$ cat config.mk
export PLATFORM = sky130hd
export DESIGN_NAME = stream_adapter_flat
export DESIGN_NICKNAME = d
export VERILOG_FILES = /design/src/rtl/stream_adapter_if.sv /design/src/rtl/stream_adapter.sv /design/src/flat_wrapper.sv
export SDC_FILE = /design/constraint.sdc
export NUM_CORES = 1
export LEC_CHECK = 0
export ABC_AREA = 1
export CAP_MARGIN = 0
export CELL_PAD_IN_SITES_DETAIL_PLACEMENT = 0
export CELL_PAD_IN_SITES_GLOBAL_PLACEMENT = 1
export CORE_MARGIN = 2
export CORE_UTILIZATION = 50
export DETAILED_ROUTE_END_ITERATION = 8
export GPL_TIMING_DRIVEN = 0
export PLACE_DENSITY_LB_ADDON = 0.12
export SYNTH_ARGS = -nofsm -noshare
export SYNTH_HDL_FRONTEND = slang
export SYNTH_SLANG_ARGS = --single-unit
$ cat constraint.sdc
create_clock -name clk_in -period 3.3 [get_ports clk_in]
set_clock_uncertainty 0.2 [all_clocks]
set_input_delay 0.66 -clock clk_in [delete_from_list [all_inputs] [get_ports clk_in]]
set_output_delay 0.66 -clock clk_in [all_outputs]
set_load 0.02 [all_outputs]
$ cat src/rtl/stream_adapter_if.sv
// Pixel-stream bundle between the image source, stream_adapter and the rotation core.
// slave is the adapter side; master is the side that drives the stream and accepts the head.
interface stream_adapter_if #(
  parameter int unsigned CH    = 3,
  parameter int unsigned CW    = 8,
  parameter int unsigned DEPTH = 16
) ();
  localparam int unsigned AW = $clog2(DEPTH);

  logic [1:0]       mode_in;
  logic             valid_in;
  logic             start_in;
  logic             jump_in;
  logic [CH*CW-1:0] data_in;
  logic             ready_out;
  logic             valid_out;
  logic             ready_in;
  logic             start_out;
  logic             jump_out;
  logic [CH*CW-1:0] data_out;
  logic [AW:0]      level_out;
  logic             len_err_out;
  logic             ovf_out;

  modport slave (
    input  mode_in, valid_in, start_in, jump_in, data_in, ready_in,
    output ready_out, valid_out, start_out, jump_out, data_out, level_out, len_err_out, ovf_out
  );

  modport master (
    output mode_in, valid_in, start_in, jump_in, data_in, ready_in,
    input  ready_out, valid_out, start_out, jump_out, data_out, level_out, len_err_out, ovf_out
  );
endinterface

$ cat src/rtl/stream_adapter.sv
// Frame-gated pixel adapter: per-frame channel transform, line-length check and an output
// FIFO that absorbs downstream backpressure and reports drops.
module stream_adapter #(
  parameter int unsigned CH     = 3,
  parameter int unsigned CW     = 8,
  parameter int unsigned DEPTH  = 16,
  parameter int unsigned LINE_W = 1024
) (
  input logic              clk_in,
  input logic              rst_n_in,
  stream_adapter_if.slave  s_io
);
  localparam int unsigned AW     = $clog2(DEPTH);
  localparam int unsigned DataW  = CH * CW;
  localparam int unsigned EntryW = DataW + 2;
  localparam int unsigned ColW   = $clog2(LINE_W) + 1;

  localparam logic [AW:0]     DepthC = (AW + 1)'(DEPTH);
  localparam logic [AW:0]     CntOne = (AW + 1)'(1);
  localparam logic [AW-1:0]   PtrOne = AW'(1);
  localparam logic [ColW-1:0] ColOne = ColW'(1);
  localparam logic [ColW-1:0] LineWC = ColW'(LINE_W);

  logic [1:0]        act_mode_q, act_mode_d;
  logic              in_frame_q, in_frame_d;
  logic [ColW-1:0]   col_q, col_d;
  logic [AW-1:0]     rptr_q, rptr_d;
  logic [AW-1:0]     wptr_q, wptr_d;
  logic [AW:0]       count_q, count_d;
  logic              len_err_q, len_err_d;
  logic              ovf_q, ovf_d;
  logic [EntryW-1:0] mem_q [DEPTH];

  logic              start_acc;
  logic [1:0]        eff_mode;
  logic              eligible;
  logic              full;
  logic              empty;
  logic              pop;
  logic              push;
  logic              drop;
  logic [ColW-1:0]   col_base;
  logic [ColW-1:0]   col_inc;
  logic [DataW-1:0]  xform;
  logic [EntryW-1:0] head;

  // A start beat carries its own mode; every other beat uses the mode latched at frame start.
  assign start_acc = s_io.valid_in && s_io.start_in;
  assign eff_mode  = s_io.start_in ? s_io.mode_in : act_mode_q;
  assign eligible  = s_io.valid_in && (s_io.start_in ? (s_io.mode_in != 2'b00) : in_frame_q);

  assign full  = (count_q == DepthC);
  assign empty = (count_q == '0);
  assign pop   = !empty && s_io.ready_in;
  // When full, a same-cycle pop frees the slot so the beat is still taken.
  assign push  = eligible && (!full || pop);
  assign drop  = eligible && full && !pop;

  assign col_base = s_io.start_in ? '0 : col_q;
  assign col_inc  = col_base + ColOne;

  always_comb begin
    xform = s_io.data_in;
    case (eff_mode)
      2'b10: begin
        for (int unsigned k = 0; k < CH; k++) begin
          xform[k*CW +: CW] = s_io.data_in[(CH-1-k)*CW +: CW];
        end
      end
      2'b11: begin
        for (int unsigned k = 0; k < CH; k++) begin
          xform[k*CW +: CW] = s_io.data_in[CW-1:0];
        end
      end
      default: ;
    endcase
  end

  always_comb begin
    act_mode_d = act_mode_q;
    in_frame_d = in_frame_q;
    col_d      = col_q;
    len_err_d  = len_err_q;
    ovf_d      = ovf_q;
    rptr_d     = rptr_q;
    wptr_d     = wptr_q;
    count_d    = count_q;

    if (start_acc) begin
      act_mode_d = s_io.mode_in;
      in_frame_d = (s_io.mode_in != 2'b00);
    end

    // Geometry tracking advances on every eligible beat, dropped or not.
    if (eligible) begin
      if (s_io.jump_in) begin
        if (col_inc != LineWC) begin
          len_err_d = 1'b1;
        end
        col_d = '0;
      end else begin
        col_d = col_inc;
      end
    end

    if (drop) begin
      ovf_d = 1'b1;
    end

    if (push) begin
      wptr_d = wptr_q + PtrOne;
    end
    if (pop) begin
      rptr_d = rptr_q + PtrOne;
    end
    if (push && !pop) begin
      count_d = count_q + CntOne;
    end else if (pop && !push) begin
      count_d = count_q - CntOne;
    end
  end

  always_ff @(posedge clk_in) begin
    if (!rst_n_in) begin
      act_mode_q <= 2'b00;
      in_frame_q <= 1'b0;
      col_q      <= '0;
      len_err_q  <= 1'b0;
      ovf_q      <= 1'b0;
      rptr_q     <= '0;
      wptr_q     <= '0;
      count_q    <= '0;
    end else begin
      act_mode_q <= act_mode_d;
      in_frame_q <= in_frame_d;
      col_q      <= col_d;
      len_err_q  <= len_err_d;
      ovf_q      <= ovf_d;
      rptr_q     <= rptr_d;
      wptr_q     <= wptr_d;
      count_q    <= count_d;
    end
  end

  // Storage needs no reset: outputs are masked while empty.
  always_ff @(posedge clk_in) begin
    if (push) begin
      mem_q[wptr_q] <= {s_io.start_in, s_io.jump_in, xform};
    end
  end

  assign head = mem_q[rptr_q];

  always_comb begin
    s_io.valid_out   = !empty;
    s_io.ready_out   = !full;
    s_io.level_out   = count_q;
    s_io.len_err_out = len_err_q;
    s_io.ovf_out     = ovf_q;
    s_io.start_out   = 1'b0;
    s_io.jump_out    = 1'b0;
    s_io.data_out    = '0;
    if (!empty) begin
      {s_io.start_out, s_io.jump_out, s_io.data_out} = head;
    end
  end
endmodule

$ cat src/flat_wrapper.sv
// flat-port wrapper written by rule: the top's interface ports become plain ports
module stream_adapter_flat 
#(
  parameter int unsigned CH     = 3,
  parameter int unsigned CW     = 8,
  parameter int unsigned DEPTH  = 16,
  parameter int unsigned LINE_W = 1024
)
  (clk_in, rst_n_in, s_io_mode_in, s_io_valid_in, s_io_start_in, s_io_jump_in, s_io_data_in, s_io_ready_in, s_io_ready_out, s_io_valid_out, s_io_start_out, s_io_jump_out, s_io_data_out, s_io_level_out, s_io_len_err_out, s_io_ovf_out);
  stream_adapter_if #(.CH(CH), .CW(CW), .DEPTH(DEPTH)) s_io_i ();
  input logic clk_in;
  input logic rst_n_in;
  input wire logic [$bits(s_io_i.mode_in)-1:0] s_io_mode_in;
  input wire logic [$bits(s_io_i.valid_in)-1:0] s_io_valid_in;
  input wire logic [$bits(s_io_i.start_in)-1:0] s_io_start_in;
  input wire logic [$bits(s_io_i.jump_in)-1:0] s_io_jump_in;
  input wire logic [$bits(s_io_i.data_in)-1:0] s_io_data_in;
  input wire logic [$bits(s_io_i.ready_in)-1:0] s_io_ready_in;
  output wire logic [$bits(s_io_i.ready_out)-1:0] s_io_ready_out;
  output wire logic [$bits(s_io_i.valid_out)-1:0] s_io_valid_out;
  output wire logic [$bits(s_io_i.start_out)-1:0] s_io_start_out;
  output wire logic [$bits(s_io_i.jump_out)-1:0] s_io_jump_out;
  output wire logic [$bits(s_io_i.data_out)-1:0] s_io_data_out;
  output wire logic [$bits(s_io_i.level_out)-1:0] s_io_level_out;
  output wire logic [$bits(s_io_i.len_err_out)-1:0] s_io_len_err_out;
  output wire logic [$bits(s_io_i.ovf_out)-1:0] s_io_ovf_out;
  assign s_io_i.mode_in = s_io_mode_in;
  assign s_io_i.valid_in = s_io_valid_in;
  assign s_io_i.start_in = s_io_start_in;
  assign s_io_i.jump_in = s_io_jump_in;
  assign s_io_i.data_in = s_io_data_in;
  assign s_io_i.ready_in = s_io_ready_in;
  assign s_io_ready_out = s_io_i.ready_out;
  assign s_io_valid_out = s_io_i.valid_out;
  assign s_io_start_out = s_io_i.start_out;
  assign s_io_jump_out = s_io_i.jump_out;
  assign s_io_data_out = s_io_i.data_out;
  assign s_io_level_out = s_io_i.level_out;
  assign s_io_len_err_out = s_io_i.len_err_out;
  assign s_io_ovf_out = s_io_i.ovf_out;
  stream_adapter #(.CH(CH), .CW(CW), .DEPTH(DEPTH), .LINE_W(LINE_W)) u_core (.clk_in(clk_in), .rst_n_in(rst_n_in), .s_io(s_io_i));
endmodule
==> metrics.txt <==
status finished with violations; violated checks negative setup slack; Final ANT Viol Nets 0; count of unique library cells instantiated by Yosys 31; sort of element at the end of the critical path output port; Core Region 0.0363 mm2; detail-routed via count per cell just over 6; Final Hold Viols 0; Critical path buffers and inverters 3; clock tree buffer depth 3; Post-DP HPWL 36.0 mm; Cells after Synth between 1000 and 1500; HP Class reg2reg; met3 routing resource usage after global routing 5.20%; count of yosys warnings during synthesis 0; Synth Net Count 1525; RD Place Congestion around 0.85; I/O Buffers 65; number of antenna violations at the first check in global routing 0; die height between 150 and 200 um; # setup viols final 1; number of buffers added by the clock tree synthesis step 47; data arrival time at the worst-slack endpoint 2.44 ns; post-route clock period utilization 100%; Reg clk slew, reported paths ~0.060 ns; final number of max-transition violations 0; global-route congestion overflow total 0; worst max-slew margin expressed relative to the limit approximately 10%; wire length of the first global-routing pass 81.2 mm; power density relative to cell area between 700 and 800 mW/mm2; top cell family by delay on the critical path compound AO/OA/AOI/OAI gates; Design Area, Final between 0.02 and 0.025 mm2; Tmin final ~3.3 ns; Seq/Total Area, Yosys 71.9%; site row count 70; count of maximum capacitance violations 0; number of design rule violations left after detail routing 0; Iteration-0 DRC Markers about 1500; wire length per cell after detailed routing around 26 um; ratio of cells with drive above 1 in the final layout 19.1%; synthesized area per cell about 12 um2; area enclosed by the die boundary 0.0381 mm2; hold-fix buffer count after cts 0; f_max between 300 and 400 MHz; Horiz. Die Dim 195 um; starting utilization of the core area between 50% and 60%; Worst Hold Margin approximately 0.27 ns; TritonCTS clock tree yes; post-placement worst setup slack -0.864 ns; critical setup path kind reg2out; clk_lat worst skew between 0.5 and 0.6 ns; Final Routed Wirelength about 56 mm; vias in the first global route ~13000; area of the mapped netlist roughly 0.018 mm2; maximum cell stage delay along the critical path roughly 0.39 ns; worst-path maximum fanout 10; Boundary Pins 67; required time at the worst-slack endpoint between 2 and 2.5 ns; Net count, final about 1700; actual transition at the worst max-transition pin around 1.3 ns; critical path's slowest cell dfxtp_4; layout overhead on the synthesized area 22.3%; Cell Chain, Critical Path buf_12, buf_2, o21ai_0, o221ai_1, nand3_1, a21oi_2, buf_6; largest net degree at the start of global routing 24; routing layer with the top usage in global route met2; count of antenna diodes in the layout 0; Max IR drop VDD roughly 0.00054 V; CTS sink cnt about 450; Static Leak 7.54 nW; number of levels the H-tree was split into 2; met1 Track Usage GR between 40% and 50%; #FFs+latches synth roughly 450; GR Util met2 47.0%; total vias in the final route between 10000 and 15000; GR Util All Layers 29.4%; unrepaired setup endpoints after global routing yes; startpoint class of the critical path register; number of iterations in the first detailed-routing pass 7; Clock Tree Root clkbuf_16; placed inst area roughly 0.02 mm2; minimum setup slack in the final design -0.00247 ns
-- registers in the layout, indices dropped and copies added (netlist names), named ones only --
signal and count:
u_core.s_io.len_err_out 1, u_core.in_frame_q 1, u_core.rptr_q 4, u_core.wptr_q 4, u_core.s_io.level_out 5, u_core.s_io.ovf_out 1
u_core.mem_q 416, u_core.col_q 11, u_core.act_mode_q 2
-- where the power goes --
group	leakage, nW	total, mW	internal [mW]	switching (mW)
clock network	0.730	5.20	3.05	2.15
registers	4.02	6.47	6.37	0.0928
logic	2.79	5.09	1.79	3.30
-- per-layer routing --
layer / vias to the layer above / part of all wire [%]
met5: - / 0.12
met4: 2 / 2.7
met3: 111 / 8.5
met2: 674 / 47
met1: 6485 / 42
li1: 5795 / -
-- cells in the final DEF (no fill, tap or decap), types with 11 or more instances in the layout --
cell type / n
edfxtp_1: 416
nor2_1: 268
o21ai_0: 190
nand2_1: 93
o221ai_1: 63
nand3_1: 55
clkbuf_16: 53
o21ai_1: 48
buf_4: 45
inv_1: 43
a21oi_1: 41
clkdlybuf4s50_1: 38
dfxtp_1: 31
clkbuf_2: 29
buf_12: 23
a21oi_2: 20
o221ai_2: 20
buf_2: 19
clkbuf_1: 19
nor2_4: 17
o22ai_1: 15
buf_6: 12
nand3_2: 11
clkinv_1: 11
-- repair_timing --
action / 4_1_cts / 5_1_grt
gates cloned: 0 / 4
endpoints found under the setup margin: 186 / 86
buffers inserted: 0 / 5
pin swaps: 25 / 22
gates resized for setup: 274 / 46
-- cell families (layout without fill, tap and decap cells) --
group / count (synthesis) / count (layout) / synth area share [%]
AO/OA/AOI/OAI: 414 / 414 / 13.3
XOR/XNOR: 5 / 5 / 0.239
adder cells (fa/ha/maj): 11 / 11 / 0.793
buffers and inverters: 147 / 338 / 3.82
flip-flops: 449 / 449 / 71.9
AND/OR/NAND/NOR: 456 / 456 / 9.98
-- synthesized netlist by cell type --
master,n,area (um2)
edfxtp_1,416,12500
nor2_1,286,1070
o21ai_0,204,1020
nand2_1,93,349
o221ai_1,84,736
nand3_1,66,330
a21oi_1,61,305
clkbuf_1,45,169
inv_1,43,161
o21ai_1,40,200
dfxtp_1,33,661
buf_2,29,145
o22ai_1,20,125
buf_4,12,90.1
ha_1,10,125
buf_6,8,90.1
inv_2,5,18.8
nand4_1,5,31.3
nand2_2,4,25.0
xor2_1,4,35.0
clkbuf_2,2,10.0
clkinv_1,2,7.51
o21ai_2,2,17.5
a211oi_1,1,7.51
a21o_1,1,7.51
a21oi_2,1,8.76
fa_1,1,20.0
inv_4,1,6.26
nor2_2,1,6.26
nor2_4,1,11.3
xnor2_1,1,8.76
-- final timing paths --
| path | start | end | slack [ns] | cells past startpoint |
|---|---|---|---|---|
| setup reg to reg | u_core.s_io.level_out[1]$_SDFFE_PN0P_ | u_core.s_io.level_out[4]$_SDFFE_PN0P_ | 0.22 | 13 |
| hold / removal | u_core.act_mode_q[0]$_SDFFE_PN0P_ | u_core.act_mode_q[0]$_SDFFE_PN0P_ | 0.27 | 2 |
| setup / recovery | register | s_io_data_out[21] | -0.002 | 7 |
| hold reg to reg | u_core.act_mode_q[0]$_SDFFE_PN0P_ | u_core.act_mode_q[0]$_SDFFE_PN0P_ | 0.27 | 2 |
-- metrics by stage --
| step | utilization [%] | setup TNS, ns | cells | power (mW) |
|---|---|---|---|---|
| after detailed placement | 55.4 | -339.15 | 2045 | 11.1 |
| after global placement | 53.7 | -1364.34 | 2015 | 11.0 |
| after global routing | 61.6 | -0.192 | 2141 | 17.3 |
| after floorplan | - | 0 | 1482 | 9.08 |
| after CTS | 60.7 | -0.00317 | 2132 | 16.4 |
| final | 61.6 | -0.00247 | 2141 | 16.8 |
-- worst reg2reg max path, stage by stage, from the launching register on --
cell,delay (ns)
dfxtp_1,0.37
nor2_1,0.16
nand3_1,0.13
nor2_4,0.39
inv_1,0.11
nand2_1,0.20
ha_1,0.23
inv_1,0.11
fa_1,0.42
a21o_1,0.20
a21oi_1,0.17
xor2_1,0.16
nand2_1,0.06
a21oi_1,0.11
-- cell type report --
type / instances / area (um2)
inverters: 51 / 216
plain buffers: 96 / 817
repair buffers: 104 / 1200
fillers: 2821 / 14000
well taps: 468 / 586
clock buffers: 65 / 1300
multi-input cells: 886 / 4900
clock inverters: 22 / 200
flip-flops and latches: 449 / 13200
(Power assumes the default switching activity.)
